## config.mk

```make
export PLATFORM = sky130hd
export DESIGN_NAME = adder4
export DESIGN_NICKNAME = d
export VERILOG_FILES = /design/src/rtl/adder4.sv
export SDC_FILE = /design/constraint.sdc
export NUM_CORES = 1
export LEC_CHECK = 0
export ABC_AREA = 0
export BUFFER_PORTS_ARGS = -buffer_cell sky130_fd_sc_hd__buf_4
export CAP_MARGIN = 20
export CORE_AREA = 3 3 40 42
export DETAILED_ROUTE_END_ITERATION = 12
export DIE_AREA = 0 0 43 45
export PLACE_DENSITY = 0.34
export RECOVER_POWER = 50
export SETUP_SLACK_MARGIN = 0.4
export SLEW_MARGIN = 40
export SYNTH_ARGS = -nofsm -noshare
export SYNTH_HDL_FRONTEND = slang
export SYNTH_SLANG_ARGS = --single-unit
```

## constraint.sdc

```tcl
create_clock -name vclk -period 3.3
set_input_delay 0.66 -clock vclk [all_inputs]
set_output_delay 0.66 -clock vclk [all_outputs]
set_load 0.03 [all_outputs]
```

## src/rtl/adder4.sv

```systemverilog
// adder4: 4-bit unsigned ripple-carry adder, {io_Cout, io_Sum} = io_A + io_B + io_Cin.
// The adder is a chain of four adder4_fa full-adder stages.
// Optional feature macro: ADDER4_OUTREG_EN
//   defined   -> outputs come from registers with one cycle of latency.
//                The registers clear asynchronously while reset is low.
//   undefined -> outputs are purely combinational.
//                The clock and reset ports are present but unused.

// Single-bit full adder used as one stage of the ripple chain.
module adder4_fa (
  input  logic a,
  input  logic b,
  input  logic cin,
  output logic sum,
  output logic cout
);

  logic half;

  // Propagate term; it is shared by the sum and the carry.
  always_comb begin
    half = a ^ b;
    sum  = half ^ cin;
    cout = (a & b) | (cin & half);
  end

endmodule

// Top level: four ripple stages plus an optional output register.
module adder4 (
  input  logic       clock,
  input  logic       reset,
  input  logic [3:0] io_A,
  input  logic [3:0] io_B,
  input  logic       io_Cin,
  output logic [3:0] io_Sum,
  output logic       io_Cout
);

  // c[0] is the carry-in.
  // c[i+1] is the carry out of stage i.
  // c[4] is the final carry-out.
  logic [4:0] c;
  logic [3:0] sum_comb;

  assign c[0] = io_Cin;

  // One full adder per bit.
  // Each stage's carry-out feeds the carry-in of the next stage.
  generate
    for (genvar gi = 0; gi < 4; gi++) begin : g_stage
      adder4_fa u_fa (
        .a    (io_A[gi]),
        .b    (io_B[gi]),
        .cin  (c[gi]),
        .sum  (sum_comb[gi]),
        .cout (c[gi+1])
      );
    end
  endgenerate

`ifdef ADDER4_OUTREG_EN
  logic [3:0] sum_reg;
  logic       cout_reg;

  // Capture the adder result on every rising edge.
  // Reset low clears the registers at once, so no earlier result survives.
  always_ff @(posedge clock or negedge reset) begin
    if (!reset) begin
      sum_reg  <= 4'd0;
      cout_reg <= 1'b0;
    end else begin
      sum_reg  <= sum_comb;
      cout_reg <= c[4];
    end
  end

  assign io_Sum  = sum_reg;
  assign io_Cout = cout_reg;
`else
  // Clock and reset have no function in this build.
  // They are folded into a deliberately unused net.
  logic unused_clk_rst;
  assign unused_clk_rst = clock ^ reset;

  assign io_Sum  = sum_comb;
  assign io_Cout = c[4];
`endif

endmodule

```

==> implementation parameters, run 1 <==
Parameter                              Value

Placement
  IO Port Bufs ... 14
  Number of cells after detailed placement ... 43
  HPWL reported at the end of detailed placement ... 282.4 um
  Routability-driven placement congestion ratio ... 0.6740
  Post-Place Worst Slack ... 0.2313 ns

Cells and area
  Area taken by flip-flops and latches ... 0 um^2
  Number of inserted diodes ... 0
  Total number of sequential cells ... 0
  Core occupancy in the finished layout ... roughly a fifth
  Clock buf count ... 0
  Fraction of layout cells with a size suffix above 1 ... between 50% and 60%
  Final-stage net count ... 45
  Number of non-filler instances in the completed layout ... 43
  Final-layout fill cell count ... 149
  Area growth from synthesis to layout ... 66.95%

Timing
  Final Hold Viols ... 0
  Post-route fraction of the period consumed by the critical path ... 91.78%
  Max-slew violations ... 0
  Final count of negative-setup-slack endpoints ... 0
  Final critical path time including I/O delays and setup ... 3.029 ns
  Sum Neg Setup Slack ... 0 ns
  Worst hold slack across all endpoints ... roughly 1.7 ns
  Maximum achievable frequency ... about 330 MHz
  Post-route worst setup slack ... 0.2714 ns
  Unrepaired setup endpoints after global routing ... yes
  Headroom to the max-slew limit ... 75.46%
  Slew of the pin with the lowest slew margin ... 0.3697 ns

Logic synthesis
  Distinct cells, synth ... 3
  Cell area after technology mapping ... 147.6 um^2
  Count of yosys warnings during synthesis ... 0
  Average cell area after synthesis ... ~8.2 um^2
  Proportion of synthesized chip area in sequential cells ... 0%
  Most numerous cell in the Yosys netlist ... sky130_fd_sc_hd__inv_1
  Dominant cells by area after synthesis ... sky130_fd_sc_hd__fa_1, sky130_fd_sc_hd__inv_1, sky130_fd_sc_hd__buf_4
  Synth top area share ... 54.24%
  Post-synthesis net count ... 33
  Count of mapped cells out of synthesis ... 18
  Cell type with the highest aggregate area in the netlist ... sky130_fd_sc_hd__fa_1
  Most frequent cells after synthesis ... sky130_fd_sc_hd__inv_1, sky130_fd_sc_hd__buf_4, sky130_fd_sc_hd__fa_1

Detailed routing
  Routed wirelength normalized by instance count ... 6.349 um
  Via total after detailed routing ... 129
  Iteration-0 DRC Markers ... 0
  Ratio of routed vias to standard cells ... 3.000
  Antenna violation net count after detailed routing ... 0
  DRC Markers ... 0
  Total wire length after detailed routing ... 273 um
  DRT Pass-1 Iters ... 1

Critical path
  Largest fanout on the critical path ... 1
  Required time at the worst-slack endpoint ... around 2.6 ns
  Cell with the largest stage delay on the worst path ... sky130_fd_sc_hd__fa_1
  Startpoint class of the critical path ... primary input
  Bufs and invs on worst path ... 6
  Kind of cell with the highest combined delay on the critical path ... adder cells
  Slowest cell delay on critical path ... 0.40 ns
  Most prevalent standard cell on the critical path ... sky130_fd_sc_hd__inv_1
  Crit path kind ... primary input to output pin
  Crit end category ... output pin
  Cells along the critical path ... buf_4 -> inv_1 -> fa_1 -> inv_1 -> fa_2 -> fa_2 -> inv_1 -> fa_1 -> inv_1 -> buf_6
  Data arrival time at the worst-slack endpoint ... 2.37 ns

GRT
  Initial antenna violation count ... 0
  Largest net degree at the start of global routing ... 2
  Overflow left after global routing ... 0
  GR Util met3 ... 0.7968%
  Gr usage total ... 3.083%
  Most Crowded Layer GR ... met2
  Met1 track utilization from global routing ... 3.140%
  Global Route met2 Usage ... 6.587%
  Vias in the first global route ... ~140
  Wire length of the first global-routing pass ... between 500 and 600 um

Flow run
  Max-cap check violation count ... 0

Min path
  Path category of the worst min-delay check ... primary input to output pin

Die
  Area of the core ... 1285 um^2
  Die Y ... 45 um
  Num rows ... 13
  Top Ports ... 16
  Die extent in x ... 43 um
  Effective utilization at floorplan ... a little under an eighth
  Die area ... 1935 um^2

Clock network
  Count of hold buffers inserted by post-cts repair ... 0

Power
  Pwr/cell area ... 240.7 nW/um^2
  Leakage power ... 0.1422 nW
  Worst voltage drop across the vdd grid ... approximately 0.070 mV

Status
  Outcome ... finished clean
[tightest hold or removal path, cell delays in order]
cell and delay (ns):
sky130_fd_sc_hd__buf_4 0.09, sky130_fd_sc_hd__fa_2 0.18, sky130_fd_sc_hd__buf_4 0.15
[logic make-up after synthesis]
group / Yosys count / share of synthesized area [%]
adder cells (fa/ha/maj): 4 / 54.24
buffers and inverters: 14 / 45.77
[cell type report]
class,count,area (um^2),area share [%]
timing repair buffer,14,105.1,42.64
tap,15,18.77,7.614
multi-input combinational,4,85.08,34.52
inverter,10,37.54,15.23
[final timing paths]
| path | startpoint | slack, ns | cells past startpoint | to |
|---|---|---|---|---|
| worst min-delay path | io_B[2] | 1.74 | 3 | io_Sum[2] |
| worst max-delay path | io_B[0] | 0.27 | 10 | io_Sum[3] |
[metal layers]
layer,share of wire [%],wire (um),vias to the layer above
li1,-,-,60
met1,29,79,58
met2,50,136,11
met3,21,58,0
met4,0,0,0
met5,0,0,-
[power by group]
group | switching [mW] | internal (mW) | total [mW]
Combinational | 0.0352 | 0.0241 | 0.0593
Clock | 0 | 0 | 0
Sequential | 0 | 0 | 0
Total | 0.0352 | 0.0241 | 0.0593
[cells in the final DEF (no fill, tap or decap)]
cell	n
sky130_fd_sc_hd__buf_4	10
sky130_fd_sc_hd__buf_6	2
sky130_fd_sc_hd__clkbuf_1	2
sky130_fd_sc_hd__fa_1	2
sky130_fd_sc_hd__fa_2	2
sky130_fd_sc_hd__inv_1	9
sky130_fd_sc_hd__inv_2	1
[what timing repair did]
action                                  in CTS  in global routing
endpoints found under the setup margin       2                  2
resized for setup                            2                  1
buffers inserted                             0                  0
[through the flow]
stage / power (mW) / area, um^2
global placement: 0.06022 / 246.5
global route: 0.06479 / 246.5
CTS: 0.06328 / 250.2
detailed placement: 0.06093 / 246.5
finish: 0.05933 / 246.5
floorplan: 0.04797 / 156.4
Note: power is estimated with default switching activity, not from simulation.
==> inputs of run 2 (changes only) <==
Settings changed: CELL_PAD_IN_SITES_DETAIL_PLACEMENT from default to 0, CELL_PAD_IN_SITES_GLOBAL_PLACEMENT from default to 1, PLACE_DENSITY 0.34 to 0.46, SETUP_SLACK_MARGIN 0.4 to 0.05.
==> run 2 against run 1 <==
Against the previous run: via count is the same; setup slack lost 0.065 ns; final cell count is the same; first-iteration DRC count is the same; sequential cell count is the same; hold slack lost 0.028 ns; highest routed layer unchanged; cell area shrank 4.1%.
==> implementation parameters, run 2 (synthesized netlist as in run 1, its figures left out) <==
Parameter                              Value

Timing
  Max-slew violations ... 0 (unchanged)
  Slew of the pin with the lowest slew margin ... 0.3648 ns (-0.004884 ns)
  Final critical path time including I/O delays and setup ... 3.093 ns (+0.06464 ns)
  Headroom to the max-slew limit ... 75.78% (+0.32 points)
  Final Hold Viols ... 0 (unchanged)
  Sum Neg Setup Slack ... 0 ns (unchanged)
  Post-route fraction of the period consumed by the critical path ... 93.73% (+2.0 points)
  Unrepaired setup endpoints after global routing ... no
  Maximum achievable frequency ... 323.3 MHz (-2.1%)
  Final count of negative-setup-slack endpoints ... 0 (unchanged)

Critical path
  Cells along the critical path ... buf_4 -> inv_1 -> fa_1 -> inv_1 -> fa_2 -> fa_1 -> inv_1 -> fa_1 -> inv_1 -> buf_4
  Required time at the worst-slack endpoint ... 2.64 ns (about the same)
  Crit path kind ... primary input to output pin
  Bufs and invs on worst path ... 6 (unchanged)
  Most prevalent standard cell on the critical path ... sky130_fd_sc_hd__inv_1
  Largest fanout on the critical path ... 1 (unchanged)
  Crit end category ... output pin
  Data arrival time at the worst-slack endpoint ... 2.43 ns (+0.06 ns)
  Kind of cell with the highest combined delay on the critical path ... adder cells
  Cell with the largest stage delay on the worst path ... sky130_fd_sc_hd__fa_1
  Slowest cell delay on critical path ... 0.40 ns (about the same)
  Startpoint class of the critical path ... primary input

Placement
  Number of cells after detailed placement ... 43 (unchanged)
  Post-place instance area ... 241.5 um^2 (-2.0%)
  IO Port Bufs ... 14 (unchanged)
  Routability-driven placement congestion ratio ... 0.7302 (+8.3%)
  HPWL reported at the end of detailed placement ... 319.2 um (+13%)

Cells and area
  Number of inserted diodes ... 0 (unchanged)
  Area of all placed cells without fillers ... 236.5 um^2 (-4.1%)
  Final-stage net count ... 45 (unchanged)
  Number of non-filler instances in the completed layout ... 43 (unchanged)
  Clock buf count ... 0 (unchanged)
  Total number of sequential cells ... 0 (unchanged)
  Leading cell type in the layout, fill and taps excluded ... sky130_fd_sc_hd__buf_4
  Area growth from synthesis to layout ... 60.17%
  Fraction of layout cells with a size suffix above 1 ... 46.43% (-7.1 points)
  Area taken by flip-flops and latches ... 0 um^2 (unchanged)
  Most frequent cells in the layout ... sky130_fd_sc_hd__buf_4, sky130_fd_sc_hd__inv_1, sky130_fd_sc_hd__fa_1

Detailed routing
  Antenna violation net count after detailed routing ... 0 (unchanged)
  Total wire length after detailed routing ... 313 um (+15%)
  Via total after detailed routing ... 129 (unchanged)
  Ratio of routed vias to standard cells ... 3.000 (unchanged)
  Routed wirelength normalized by instance count ... 7.279 um (+15%)
  DRC Markers ... 0 (unchanged)
  Iteration-0 DRC Markers ... 0 (unchanged)
  DRT Pass-1 Iters ... 1 (unchanged)

Die
  Effective utilization at floorplan ... 11.49% (unchanged)
  Die Y ... 45 um (unchanged)
  Top Ports ... 16 (unchanged)
  Num rows ... 13 (unchanged)
  Die area ... 1935 um^2 (unchanged)
  Area of the core ... 1285 um^2 (unchanged)
  Die extent in x ... 43 um (unchanged)

GRT
  Largest net degree at the start of global routing ... 2 (unchanged)
  Gr usage total ... 3.667% (+0.58 points)
  Wire length of the first global-routing pass ... 572 um (+12%)
  Overflow left after global routing ... 0 (unchanged)
  Initial antenna violation count ... 0 (unchanged)
  Vias in the first global route ... 159 (+11%)

Power
  Total power of the final layout ... 56.09 uW (-5.5%)
  Pwr/cell area ... 237.2 nW/um^2 (-1.5%)
  Leakage power ... 0.1417 nW (-0.41%)
  Worst voltage drop across the vdd grid ... 0.05198 mV (-26%)

Clock network
  Post_cts resized ... 0 (-2)
  Buffers inserted by post-CTS timing repair ... 0 (unchanged)
  Count of hold buffers inserted by post-cts repair ... 0 (unchanged)

Min path
  Path category of the worst min-delay check ... primary input to output pin

Status
  Outcome ... finished clean

Flow run
  Max-cap check violation count ... 0 (unchanged)
-- run 2: cell types whose count changed in the layout (fill, tap and decap cells not counted) --
cell                    change
sky130_fd_sc_hd__inv_1      +1
sky130_fd_sc_hd__inv_2      -1
sky130_fd_sc_hd__fa_1       +1
sky130_fd_sc_hd__buf_4      +2
sky130_fd_sc_hd__fa_2       -1
sky130_fd_sc_hd__buf_6      -2
-- run 2: layer usage --
layer / track usage [%] / routed length, um
met5: 0 / 0
met2: 8.084 / 150
met4: 0 / 0
met3: 0 / 55
met1: 4.106 / 107
-- run 2: cell type report --
type / instances / area [um^2]
well taps: 15 / 18.77
fillers: 152 / 1049
multi-input cells: 4 / 82.58
inverters: 10 / 37.54
repair buffers: 14 / 97.59
-- run 2: per-stage QoR --
stage	setup WS [ns]	hold slack (ns)	utilization (%)
2_1_floorplan	0.3381	1.602	-
3_3_place_gp	0.1713	1.703	18.79
3_5_place_dp	0.1241	1.705	18.79
4_1_cts	0.1236	1.709	18.79
5_1_grt	0.08926	1.747	18.40
6_report	0.2068	1.713	18.40
-- run 2: worst min-delay path: cells and delay by family --
| family | cells | cell delay [ns] |
|---|---|---|
| adders and majority gates | 1 | 0.15 |
| buffers and inverters | 2 | 0.25 |
-- run 2: worst paths after layout --
kind	from	end	slack, ns	cells past startpoint
worst max-delay path	io_A[0]	io_Sum[3]	0.21	10
worst min-delay path	io_B[2]	io_Sum[2]	1.71	3
-- run 2: power by group --
part / leakage (nW) / internal [mW] / switching, mW
logic: 0.142 / 0.0215 / 0.0346
clock network: 0 / 0 / 0
registers: 0 / 0 / 0
total: 0.142 / 0.0215 / 0.0346
